`src/rtl/comparator_search_ctrl_if.sv`:
```
// comparator_search_ctrl_if
// Groups the request/status handshake and the comparator operand/flag wires
// of the binary-search controller.
//   start                  : one-cycle search request (initiator -> controller)
//   probe                  : operand driven to comparator input b
//   cmp_gt/cmp_lt/cmp_eq   : comparator flags (target vs probe)
//   busy/done/found/result : search status and outcome
//   err                    : comparator flag protocol violation
// Modports: slave = the controller, master = its environment
// (the requester plus the comparator).
interface comparator_search_ctrl_if #(
  parameter int WIDTH = 4
);
  logic             start;
  logic [WIDTH-1:0] probe;
  logic             cmp_gt;
  logic             cmp_lt;
  logic             cmp_eq;
  logic             busy;
  logic             done;
  logic             found;
  logic [WIDTH-1:0] result;
  logic             err;

  modport slave (
    input  start, cmp_gt, cmp_lt, cmp_eq,
    output probe, busy, done, found, result, err
  );

  modport master (
    output start, cmp_gt, cmp_lt, cmp_eq,
    input  probe, busy, done, found, result, err
  );
endinterface

```
`src/rtl/comparator_search_ctrl.sv`:
```
// comparator_search_ctrl
// Initiator side of a magnitude-comparator interface. It drives a probe
// operand into an external combinational comparator whose other operand
// holds a hidden target, and binary-searches for that target over
// 0 .. 2^WIDTH-1 using the gt/lt/eq flags. It reports the matched value,
// or reports not-found.
// Ports:
//   clk    : rising-edge clock
//   rst_n  : asynchronous active-low reset
//   bus    : comparator_search_ctrl_if.slave (start, probe, cmp_gt/lt/eq,
//            busy, done, found, result, err)
// Optional feature macro: CMP_ONEHOT_CHECK_EN
//   Defined   : a flag set that is not exactly one-hot during SEARCH sets
//               err and ends the search as not-found.
//   Undefined : err is constant 0 and flags resolve with eq > gt > lt
//               priority; no flag set is treated as lt.
module comparator_search_ctrl #(
  parameter int WIDTH = 4
) (
  input  logic                     clk,
  input  logic                     rst_n,
  comparator_search_ctrl_if.slave  bus
);

  typedef enum logic [1:0] {IDLE, SEARCH, DONE} state_t;

  localparam logic [WIDTH-1:0] MAX_VAL = {WIDTH{1'b1}};
  localparam logic [WIDTH-1:0] FIRST   = MAX_VAL >> 1;
  localparam logic [WIDTH-1:0] ONE     = {{(WIDTH-1){1'b0}}, 1'b1};
  localparam logic [WIDTH-1:0] ZERO    = '0;

  state_t           state_q, state_d;
  logic [WIDTH-1:0] lo_q, lo_d;
  logic [WIDTH-1:0] hi_q, hi_d;
  logic [WIDTH-1:0] probe_q, probe_d;
  logic [WIDTH-1:0] result_q, result_d;
  logic             found_q, found_d;
  logic             err_q, err_d;

  // Decoded comparator outcome for the current probe
  logic             take_eq, take_gt, bad_flags;
  logic [WIDTH-1:0] next_lo, next_hi;

  // lo + ((hi - lo) >> 1) evaluated one bit wider so the sum cannot wrap.
  // Only called with l <= h.
  function automatic logic [WIDTH-1:0] midpoint(input logic [WIDTH-1:0] l,
                                                input logic [WIDTH-1:0] h);
    logic [WIDTH:0] span;
    logic [WIDTH:0] sum;
    span = {1'b0, h} - {1'b0, l};
    sum  = {1'b0, l} + (span >> 1);
    return sum[WIDTH-1:0];
  endfunction

`ifdef CMP_ONEHOT_CHECK_EN
  always_comb begin
    bad_flags = 1'b1;
    take_eq   = 1'b0;
    take_gt   = 1'b0;
    case ({bus.cmp_eq, bus.cmp_gt, bus.cmp_lt})
      3'b100:  begin bad_flags = 1'b0; take_eq = 1'b1; end
      3'b010:  begin bad_flags = 1'b0; take_gt = 1'b1; end
      3'b001:  bad_flags = 1'b0;
      default: bad_flags = 1'b1;
    endcase
  end
`else
  // eq wins over gt, gt over lt; an empty flag set falls through to lt
  always_comb begin
    bad_flags = 1'b0;
    take_eq   = 1'b0;
    take_gt   = 1'b0;
    casez ({bus.cmp_eq, bus.cmp_gt, bus.cmp_lt})
      3'b1??:  take_eq = 1'b1;
      3'b01?:  take_gt = 1'b1;
      3'b001:  take_gt = 1'b0;
      default: take_gt = 1'b0;
    endcase
  end
`endif

  always_comb begin
    state_d  = state_q;
    lo_d     = lo_q;
    hi_d     = hi_q;
    probe_d  = probe_q;
    result_d = result_q;
    found_d  = found_q;
    err_d    = err_q;
    next_lo  = probe_q + ONE;
    next_hi  = probe_q - ONE;

    case (state_q)
      IDLE: begin
        if (bus.start) begin
          lo_d     = ZERO;
          hi_d     = MAX_VAL;
          probe_d  = FIRST;
          found_d  = 1'b0;
          result_d = ZERO;
          err_d    = 1'b0;
          state_d  = SEARCH;
        end
      end

      SEARCH: begin
        if (bad_flags) begin
          err_d   = 1'b1;
          found_d = 1'b0;
          state_d = DONE;
        end else if (take_eq) begin
          result_d = probe_q;
          found_d  = 1'b1;
          state_d  = DONE;
        end else if (take_gt) begin
          // Target lies above the probe; the guard keeps probe+1 from wrapping
          if (probe_q == MAX_VAL) begin
            found_d = 1'b0;
            state_d = DONE;
          end else begin
            lo_d = next_lo;
            if (next_lo > hi_q) begin
              found_d = 1'b0;
              state_d = DONE;
            end else begin
              probe_d = midpoint(next_lo, hi_q);
            end
          end
        end else begin
          // Target lies below the probe; the guard keeps probe-1 from wrapping
          if (probe_q == ZERO) begin
            found_d = 1'b0;
            state_d = DONE;
          end else begin
            hi_d = next_hi;
            if (lo_q > next_hi) begin
              found_d = 1'b0;
              state_d = DONE;
            end else begin
              probe_d = midpoint(lo_q, next_hi);
            end
          end
        end
      end

      DONE: state_d = IDLE;

      default: state_d = IDLE;
    endcase
  end

  always_ff @(posedge clk or negedge rst_n) begin
    if (!rst_n) begin
      state_q  <= IDLE;
      lo_q     <= '0;
      hi_q     <= '0;
      probe_q  <= '0;
      result_q <= '0;
      found_q  <= 1'b0;
      err_q    <= 1'b0;
    end else begin
      state_q  <= state_d;
      lo_q     <= lo_d;
      hi_q     <= hi_d;
      probe_q  <= probe_d;
      result_q <= result_d;
      found_q  <= found_d;
      err_q    <= err_d;
    end
  end

  assign bus.probe  = probe_q;
  assign bus.result = result_q;
  assign bus.found  = found_q;
  assign bus.err    = err_q;
  assign bus.busy   = (state_q == SEARCH);
  assign bus.done   = (state_q == DONE);

endmodule

```
`src/flat_wrapper.sv`:
```
// flat-port wrapper written by rule: the top's interface ports become plain ports
module comparator_search_ctrl_flat 
#(
  parameter int WIDTH = 4
)
  (clk, rst_n, bus_start, bus_cmp_gt, bus_cmp_lt, bus_cmp_eq, bus_probe, bus_busy, bus_done, bus_found, bus_result, bus_err);
  comparator_search_ctrl_if #(.WIDTH(WIDTH)) bus_i ();
  input  logic clk;
  input  logic rst_n;
  input wire logic [$bits(bus_i.start)-1:0] bus_start;
  input wire logic [$bits(bus_i.cmp_gt)-1:0] bus_cmp_gt;
  input wire logic [$bits(bus_i.cmp_lt)-1:0] bus_cmp_lt;
  input wire logic [$bits(bus_i.cmp_eq)-1:0] bus_cmp_eq;
  output wire logic [$bits(bus_i.probe)-1:0] bus_probe;
  output wire logic [$bits(bus_i.busy)-1:0] bus_busy;
  output wire logic [$bits(bus_i.done)-1:0] bus_done;
  output wire logic [$bits(bus_i.found)-1:0] bus_found;
  output wire logic [$bits(bus_i.result)-1:0] bus_result;
  output wire logic [$bits(bus_i.err)-1:0] bus_err;
  assign bus_i.start = bus_start;
  assign bus_i.cmp_gt = bus_cmp_gt;
  assign bus_i.cmp_lt = bus_cmp_lt;
  assign bus_i.cmp_eq = bus_cmp_eq;
  assign bus_probe = bus_i.probe;
  assign bus_busy = bus_i.busy;
  assign bus_done = bus_i.done;
  assign bus_found = bus_i.found;
  assign bus_result = bus_i.result;
  assign bus_err = bus_i.err;
  comparator_search_ctrl #(.WIDTH(WIDTH)) u_core (.clk(clk), .rst_n(rst_n), .bus(bus_i));
endmodule
```
`config.mk`:
```
export PLATFORM = sky130hd
export DESIGN_NAME = comparator_search_ctrl_flat
export DESIGN_NICKNAME = d
export VERILOG_FILES = /design/src/rtl/comparator_search_ctrl_if.sv /design/src/rtl/comparator_search_ctrl.sv /design/src/flat_wrapper.sv
export SDC_FILE = /design/constraint.sdc
export NUM_CORES = 1
export LEC_CHECK = 0
export BUFFER_PORTS_ARGS = -buffer_cell sky130_fd_sc_hd__buf_2
export CORE_UTILIZATION = 65
export CTS_BUF_LIST = sky130_fd_sc_hd__clkbuf_8
export CTS_CLUSTER_DIAMETER = 200
export DETAILED_ROUTE_END_ITERATION = 10
export GPL_ROUTABILITY_DRIVEN = 0
export GPL_TIMING_DRIVEN = 0
export PLACE_DENSITY = 0.95
export SLEW_MARGIN = 20
export SYNTH_ARGS = -nofsm -noshare
export SYNTH_HDL_FRONTEND = slang
export SYNTH_SLANG_ARGS = --single-unit
```
`constraint.sdc`:
```
create_clock -name clk -period 6.5 [get_ports clk]
set_clock_uncertainty 0.05 [all_clocks]
set_input_delay 0.325 -clock clk [delete_from_list [all_inputs] [get_ports clk]]
set_output_delay 0.325 -clock clk [all_outputs]
set_load 0.01 [all_outputs]
```
Word level (Yosys, flattened, before mapping)

Index checks and enable logic that the tools add are counted.

Add/subtract/negate cells: 6
Equal/unequal tests: 17
Mux-type cells: 38
Reductions and logical operators: 9
Order comparisons: 2

Operator list:

| cell                                                   | count |
|---|---|
| two-way mux 4 bit                                      | 16 |
| one-hot mux 4 bit (2 select lines)                     | 4 |
| two-way mux 2 bit                                      | 7 |
| inequality test 2 bit (second input constant)          | 5 |
| AND reduction 5 bit                                    | 2 |
| subtractor 4 x 4 -> 5 bit                              | 2 |
| two-way mux 1 bit                                      | 9 |
| adder 4 bit                                            | 2 |
| greater-than comparator 4 bit                          | 2 |
| AND reduction 7 bit                                    | 1 |
| inequality test 3 x 2 -> 1 bit (second input constant) | 2 |
| inequality test 3 bit (second input constant)          | 2 |
| AND reduction 3 bit                                    | 2 |
| inequality test 5 x 1 -> 1 bit (second input constant) | 1 |
| inequality test 5 x 4 -> 1 bit (second input constant) | 1 |
| adder 4 x 1 -> 4 bit (second input constant)           | 1 |
| == test 2 x 1 -> 1 bit (second input constant)         | 2 |
| == test 4 bit (second input constant)                  | 1 |
| zero test 4 bit                                        | 1 |
| inequality test 2 x 1 -> 1 bit (second input constant) | 2 |
| one-hot mux 2 bit (2 select lines)                     | 1 |
| AND reduction 4 bit                                    | 1 |
| subtractor 4 x 1 -> 4 bit (second input constant)      | 1 |
| == test 2 bit (second input constant)                  | 1 |
| 3 further kinds                                        | 3 |

Output and inout port bits: 12
Input port bits: 6
Flip-flop bits (word level): 19
Logic and storage cells: 78

Depth between registers and ports, before layout

Gate-level depths: netlist of run 1.

Word-level depth: 8
Mapped depth: 16
Mapped depth without buffers: 14

Worst setup path after synthesis of run 1

OpenSTA, ideal clock, no wires.

Path kind: reg2reg
Start: register u_core.probe_q[0], in the netlist u_core.bus.probe[0]
End: register u_core.probe_q[3], in the netlist u_core.bus.probe[3]
Cell stages (with the launch flop): 16
Library setup time: 86 ps
Path slack: 2991 ps
Arrival time: 3374 ps
Data required time: 6364 ps
Clock period less this slack: 3509 ps
Path buffers: 2
Cell sequence: dfrtp_1 > buf_6 > inv_1 > ha_1 > clkbuf_1 > inv_1 > fa_1 > xor2_1 > ha_1 > a21o_1 > a21oi_1 > xnor3_1 > a21oi_1 > o221ai_1 > mux2_1 > o221ai_2

Cells in the longest elaborated chain, start to end: 8
Elaborated cells on any way between the ends: 22
Classes of those cells: 6 x add/sub; 2 x order compare; 5 x eq/ne; 7 x mux; 2 x reduce/logical

Ends and longest elaborated chain:

| what                                                              | line                                                         | source |
|---|---|---|
| start: declaration                                                | comparator_search_ctrl.sv:35                                 | `logic [WIDTH-1:0] probe_q, probe_d;` |
| start signal: assignment                                          | comparator_search_ctrl.sv:165                                | `probe_q <= probe_d;` |
| subtractor 4 x 1 -> 4 bit or adder 4 x 1 -> 4 bit (tied branches) | comparator_search_ctrl.sv:91, comparator_search_ctrl.sv:90   |  |
| subtractor 4 x 4 -> 5 bit                                         | comparator_search_ctrl.sv:50                                 | `span = {1'b0, h} - {1'b0, l};` |
| adder 4 bit                                                       | comparator_search_ctrl.sv:51                                 | `sum = {1'b0, l} + (span >> 1);` |
| two-way mux 4 bit (on tied branches)                              | comparator_search_ctrl.sv:136, comparator_search_ctrl.sv:122 |  |
| two-way mux 4 bit (on tied branches)                              | comparator_search_ctrl.sv:131, comparator_search_ctrl.sv:117 |  |
| two-way mux 4 bit                                                 | comparator_search_ctrl.sv:115                                | `end else if (take_gt) begin` |
| two-way mux 4 bit                                                 | comparator_search_ctrl.sv:111                                | `end else if (take_eq) begin` |
| one-hot mux 4 bit (2 select lines)                                | comparator_search_ctrl.sv:93                                 | `case (state_q)` |

Several ways; a longest one is shown, not always the timed one. The select of a mux whose other input is x is not followed.
A chain may end at the register's enable or synchronous reset.

Worst setup path in the final report of run 1

Start: register u_core.probe_q[1], in the netlist u_core.bus.probe[1]
End: register u_core.probe_q[3], in the netlist u_core.bus.probe[3]

Same word-level chain as after synthesis.

==> results of run 1 <==
## worst max-delay path, cell delays in order (launching register included)
cell	delay, ps
dfrtp_1	530
inv_1	110
ha_1	320
clkbuf_1	350
inv_1	160
fa_1	450
xor2_1	260
ha_1	290
a21o_1	160
a21oi_1	190
xnor3_1	240
a21oi_1	230
o221ai_1	150
mux2_1	350
o221ai_2	90
## placed cells by master (no fill, tap or decap), drive strengths merged, types with 2 or more instances in the layout
cell,n
nand2b,7
o21ai,9
a21o,3
nor3,5
a31oi,5
and2,2
dfrtp,19
a21oi,10
clkbuf,8
buf,19
or2,2
fa,2
o21a,2
inv,10
ha,13
nor2,17
a41oi,2
nor2b,4
mux2,2
a22o,4
o221ai,3
nand3,3
nand2,12
or3,2
xor2,4
xnor2,8
## layout make-up
class                           instances  share of cell area [%]
Inverter                                9                   1.911
Buffer                                  9                   3.043
Sequential cell                        19                   26.89
Tap cell                               28                   1.982
Timing Repair Buffer                   16                   4.812
Multi-Input combinational cell        138                   58.81
Clock buffer                            3                   2.335
Clock inverter                          1                  0.2123
## metrics by stage
stage / instance area (um^2) / utilization (%)
6_report: 1768 / 77.68
5_1_grt: 1768 / 77.68
4_1_cts: 1768 / 77.68
3_5_place_dp: 1713 / 75.26
3_3_place_gp: 1713 / 75.26
2_1_floorplan: 1603 / -
## kinds of logic (layout without fill, tap and decap cells)
kind of cell / Yosys count / in the layout / share of synthesized area, %
flip-flops: 19 / 19 / 29.66
AND/OR/NAND/NOR: 56 / 56 / 17.72
buffers and inverters: 18 / 38 / 5.465
other: 1 / 1 / 0.2340
XOR/XNOR: 14 / 14 / 9.445
AO/OA/AOI/OAI: 48 / 48 / 22.09
adder cells (fa/ha/maj): 16 / 16 / 13.35
multiplexers: 3 / 3 / 2.030
## sequential cells by signal (all words and copies together) (netlist names)
name,cells
u_core.state_q,2
u_core.bus.probe,4
u_core.lo_q,4
u_core.bus.result,4
u_core.bus.found,1
u_core.hi_q,4
## worst min-delay path by stage
stage | start | endpoint | slack [ps] | cells past startpoint
2_1_floorplan | rst_n | u_core.bus.found | -20 | 0
3_3_place_gp | rst_n | u_core.lo_q[0] | 220 | 1
3_5_place_dp | rst_n | u_core.lo_q[0] | 240 | 1
4_1_cts | bus_start | u_core.bus.found | 330 | 4
5_1_grt | bus_start | u_core.bus.found | 360 | 4
6_report | bus_start | u_core.bus.found | 340 | 4
## cells in the mapped netlist, types with 3 or more instances
cell type / count
a31oi_1: 4
inv_1: 7
nor2b_1: 4
o21ai_0: 3
xor2_1: 4
o21ai_1: 6
xnor2_1: 8
nor2_2: 3
a21oi_1: 10
nand3_1: 3
ha_1: 13
a21o_1: 3
dfrtp_1: 19
clkbuf_1: 5
a22o_1: 4
nand2_1: 12
nor2_1: 14
nor3_1: 5
nand2b_1: 7
## layer usage
metal	vias to the layer above	global-route usage [%]	wire length (um)
li1	659	-	-
met1	677	37.08	1479
met2	60	59.52	2006
met3	8	8.480	259
met4	0	7.207	51
met5	-	0	0
==> run summary, run 1 <==
fin nets: 217
routed vias/inst: 6.296
CTS Sinks: 19
post_cts resized: 0
Fin Setup TNS: 0 ps
Final setup violation count: 0
core area: 2276 um^2
leading area contributor after synthesis: dfrtp_1
wire length of the first global-routing pass: 6292 um
Seq/Total Area, Yosys: 29.66%
post-synthesis cell type count: 52
CP Launch Type: flip-flop
# fillers: 154
clock buffer depth: 2
initial antenna violation count: 0
DRC: 0
grt total ovfl: 0
Setup WS post-layout: 2461 ps
PortBufs: 15
Critical Path Start: u_core.bus.probe[1]
syn_nets: 196
Yosys reg bits: 19
CTS tree: done
critical path peak fanout: 10
Synth Flop Type: dfrtp_1
Post-DRT Antenna Nets: 0
Hold Path Class: input port to flip-flop
CP Class: flip-flop to flip-flop
EDFF count, synth: 0
Reg-to-Reg Start: u_core.bus.probe[1]
status: finished, final reports clean
insertion delay to the later sink of the worst-skew pair: 260 ps
largest net degree at the start of global routing: 20
max cap viols: 0
Synth area leaders: dfrtp_1 30%, ha_1 10%, xnor2_1 4.4%
worst slew pin tran: 546.3 ps
Setup WS pre-CTS: 2548 ps
Setup Buffers After CTS: 0
Fin. Hold Viols: 0
Inst Count DP: 218
Reg clk slew, reported paths: 70 ps
Chip Height: 51.66 um
arrival time worst endpoint: 4150 ps
WP data required: 6610 ps
minimum clock period: 4039 ps
Multi-input gate area: 1040 um^2
max_slew headroom: 63.32%
register area: 475.5 um^2
CP endpoint kind: flip-flop
clock buffer count from CTS: 3
DR WL/cell: 17.03 um
Initial Util: 70.42%
Synth async-reset ratio: 100.0%
Post-Layout Cell Count: 223
Worst R2R End: u_core.bus.probe[3]
drt pass-1 iters: 4
Reg2Reg Setup Slack: 2460 ps
die width: 51.66 um
num rows: 17
area grow syn2layout: 10.30%
Synth warnings: 0
layout cell share with drive strength beyond 1: 17.44%
Max Clock Freq: 0.2476 GHz
via count: 1404
H-tree depth: 1
hold_ws: 337.0 ps
ANT cells: 0
Total Wirelength: 3798 um
syn avg cell area: 9.159 um^2
Root Driver: clkbuf_8
Mapped Cells: 175
Tot GR Track Use: 32.36%
die area: 2668 um^2
RSZ-0062 raised after global routing: false
iteration-0 DRC count of the detailed router: 57
vias in the first global route: 1365
area share of the largest cell type after synthesis: 29.66%
CP endpoint: u_core.bus.probe[3]
Netlist Area Pre-Place: 1603 um^2
HPWL Detailed: 2858 um
Tcrit/Tclk final: 62.13%
Hold Buf Count CTS: 1
Register-to-Register Path Depth: 14
Ports: 18
Slew Limit Fails: 0
Power of run 1 is left out: the tool's default activity adds up to more than one toggle a clock period on the data nets, which glitch-free logic cannot reach.
==> inputs of run 2 (changes only) <==
Settings changed: CORE_UTILIZATION 65 to 60, PLACE_DENSITY 0.95 to 0.89.
Clock period 6.5 ns to 4.2 ns, I/O delays scaled along.
==> run 2 against run 1 <==
- final cell count is 0.90% higher
- sequential share of layout area barely moved
- largest cell class unchanged
- critical endpoint unchanged
- critical path depth up 1
- routed wire length shrank 8.6%
- sequential cell count unchanged
- non-clock buffer count unchanged
- maximum frequency up 3.1%
==> run summary, run 2 (synthesis results as in run 1) <==
CTS Sinks: 19
Hold Path Class: input port to flip-flop
met2 wire len: 1699 um
Fin Setup TNS: 0 ps
RSZ-0062 raised after global routing: false
WP data required: 4330 ps
Max Clock Freq: 0.2552 GHz
Tot GR Track Use: 27.35%
drt pass-1 iters: 4
Final Util: 70.82%
DR WL/cell: 15.42 um
max_slew headroom: 64.81%
Root Driver: clkbuf_8
Tcrit/Tclk final: 93.30%
ANT cells: 0
commonest non-fill, non-tap cells in the layout: 19 x dfrtp_1, 16 x buf_2, 14 x nor2_1
CP Class: flip-flop to flip-flop
insertion delay to the later sink of the worst-skew pair: 260 ps
Register-to-Register Path Depth: 15
CP peak stage delay: 460 ps
clock buffer count from CTS: 3
commonest non-fill, non-tap cell in the layout: dfrtp_1
Fin. Hold Viols: 0
critical path peak fanout: 10
CP Cell Sequence: buf_6 -> inv_1 -> ha_1 -> clkbuf_1 -> inv_1 -> fa_1 -> xor2_1 -> ha_1 -> a21o_1 -> a21oi_1 -> xnor3_1 -> a21oi_1 -> o221ai_1 -> mux2_1 -> o221ai_2
CP Depth: 15
Setup Buffers After CTS: 0
Post-Layout Cell Count: 225
die area: 2882 um^2
CP endpoint: u_core.bus.probe[3]
DRC: 0
Post-Route M1 WL: 1497 um
fin nets: 217
Chip Height: 53.69 um
Reg2Reg Setup Slack: 280 ps
Final setup violation count: 0
Initial Util: 64.11%
routed wl met3: 208 um
Critical Path Start: u_core.bus.probe[0]
area grow syn2layout: 10.46%
Reg clk slew, reported paths: 70 ps
iteration-0 DRC count of the detailed router: 68
largest net degree at the start of global routing: 20
layout cell share with drive strength beyond 1: 17.44%
CP Launch Type: flip-flop
Reg-to-Reg Start: u_core.bus.probe[0]
Worst path slowest cell: fa_1
CTS tree: done
clock buffer depth: 2
status: finished, final reports clean
hold_ws: 209.5 ps
Ports: 18
Worst R2R End: u_core.bus.probe[3]
Inst Count DP: 220
HPWL Detailed: 2714 um
routed vias/inst: 6.107
via count: 1374
max cap viols: 0
Slew Limit Fails: 0
die width: 53.69 um
PortBufs: 15
num rows: 18
H-tree depth: 1
arrival time worst endpoint: 4050 ps
worst slew pin tran: 524.0 ps
grt total ovfl: 0
CP delay by family, top: adder cells
wire length of the first global-routing pass: 5658 um
core area: 2500 um^2
minimum clock period: 3919 ps
DR top layer: met4
WP buf/inv: 4
Total Wirelength: 3470 um
initial antenna violation count: 0
CP endpoint kind: flip-flop
Post-DRT Antenna Nets: 0
vias in the first global route: 1288
run 2: how the worst min path moves through the flow:
| stage | from | end | slack, ps | cells after the start |
|---|---|---|---|---|
| 6_report | bus_start | u_core.bus.found | 210 | 4 |
| 5_1_grt | bus_start | u_core.bus.found | 260 | 4 |
| 4_1_cts | bus_start | u_core.bus.found | 210 | 4 |
| 3_5_place_dp | rst_n | u_core.lo_q[0] | 120 | 1 |
| 3_3_place_gp | rst_n | u_core.lo_q[0] | 110 | 1 |
| 2_1_floorplan | rst_n | u_core.bus.found | -140 | 0 |
run 2: worst min-delay path, cell delays in order:
cell and delay, ps:
buf_2 80, nand2_1 70, nand2_1 70, o21bai_1 50
run 2: stage by stage:
step / setup slack [ps] / cell area [um^2]
2_1_floorplan: 690.5 / 1603
3_3_place_gp: 473.2 / 1715
3_5_place_dp: 320.3 / 1715
4_1_cts: 304.3 / 1770
5_1_grt: 64.83 / 1770
6_report: 281.3 / 1770
run 2: routing by layer:
metal | GRT usage [%] | up-vias
li1 | - | 657
met1 | 33.92 | 657
met2 | 48.35 | 53
met3 | 2.542 | 7
met4 | 10.53 | 0
met5 | 0 | -
run 2: cell type report:
class / instances / area, um^2
tap: 30 / 37.54
clock buffer: 3 / 41.29
multi-input combinational: 138 / 1040
fill: 176 / 729.5
buffer: 9 / 53.80
sequential: 19 / 475.5
clock inverter: 1 / 3.754
inverter: 9 / 33.78
timing repair buffer: 16 / 85.08
run 2: what timing repair did:
action,4_1_cts,5_1_grt
hold buffers,1,0
hold endpoints to repair,19,0
gates resized for setup,0,0
Power of run 2 is left out for the same reason.
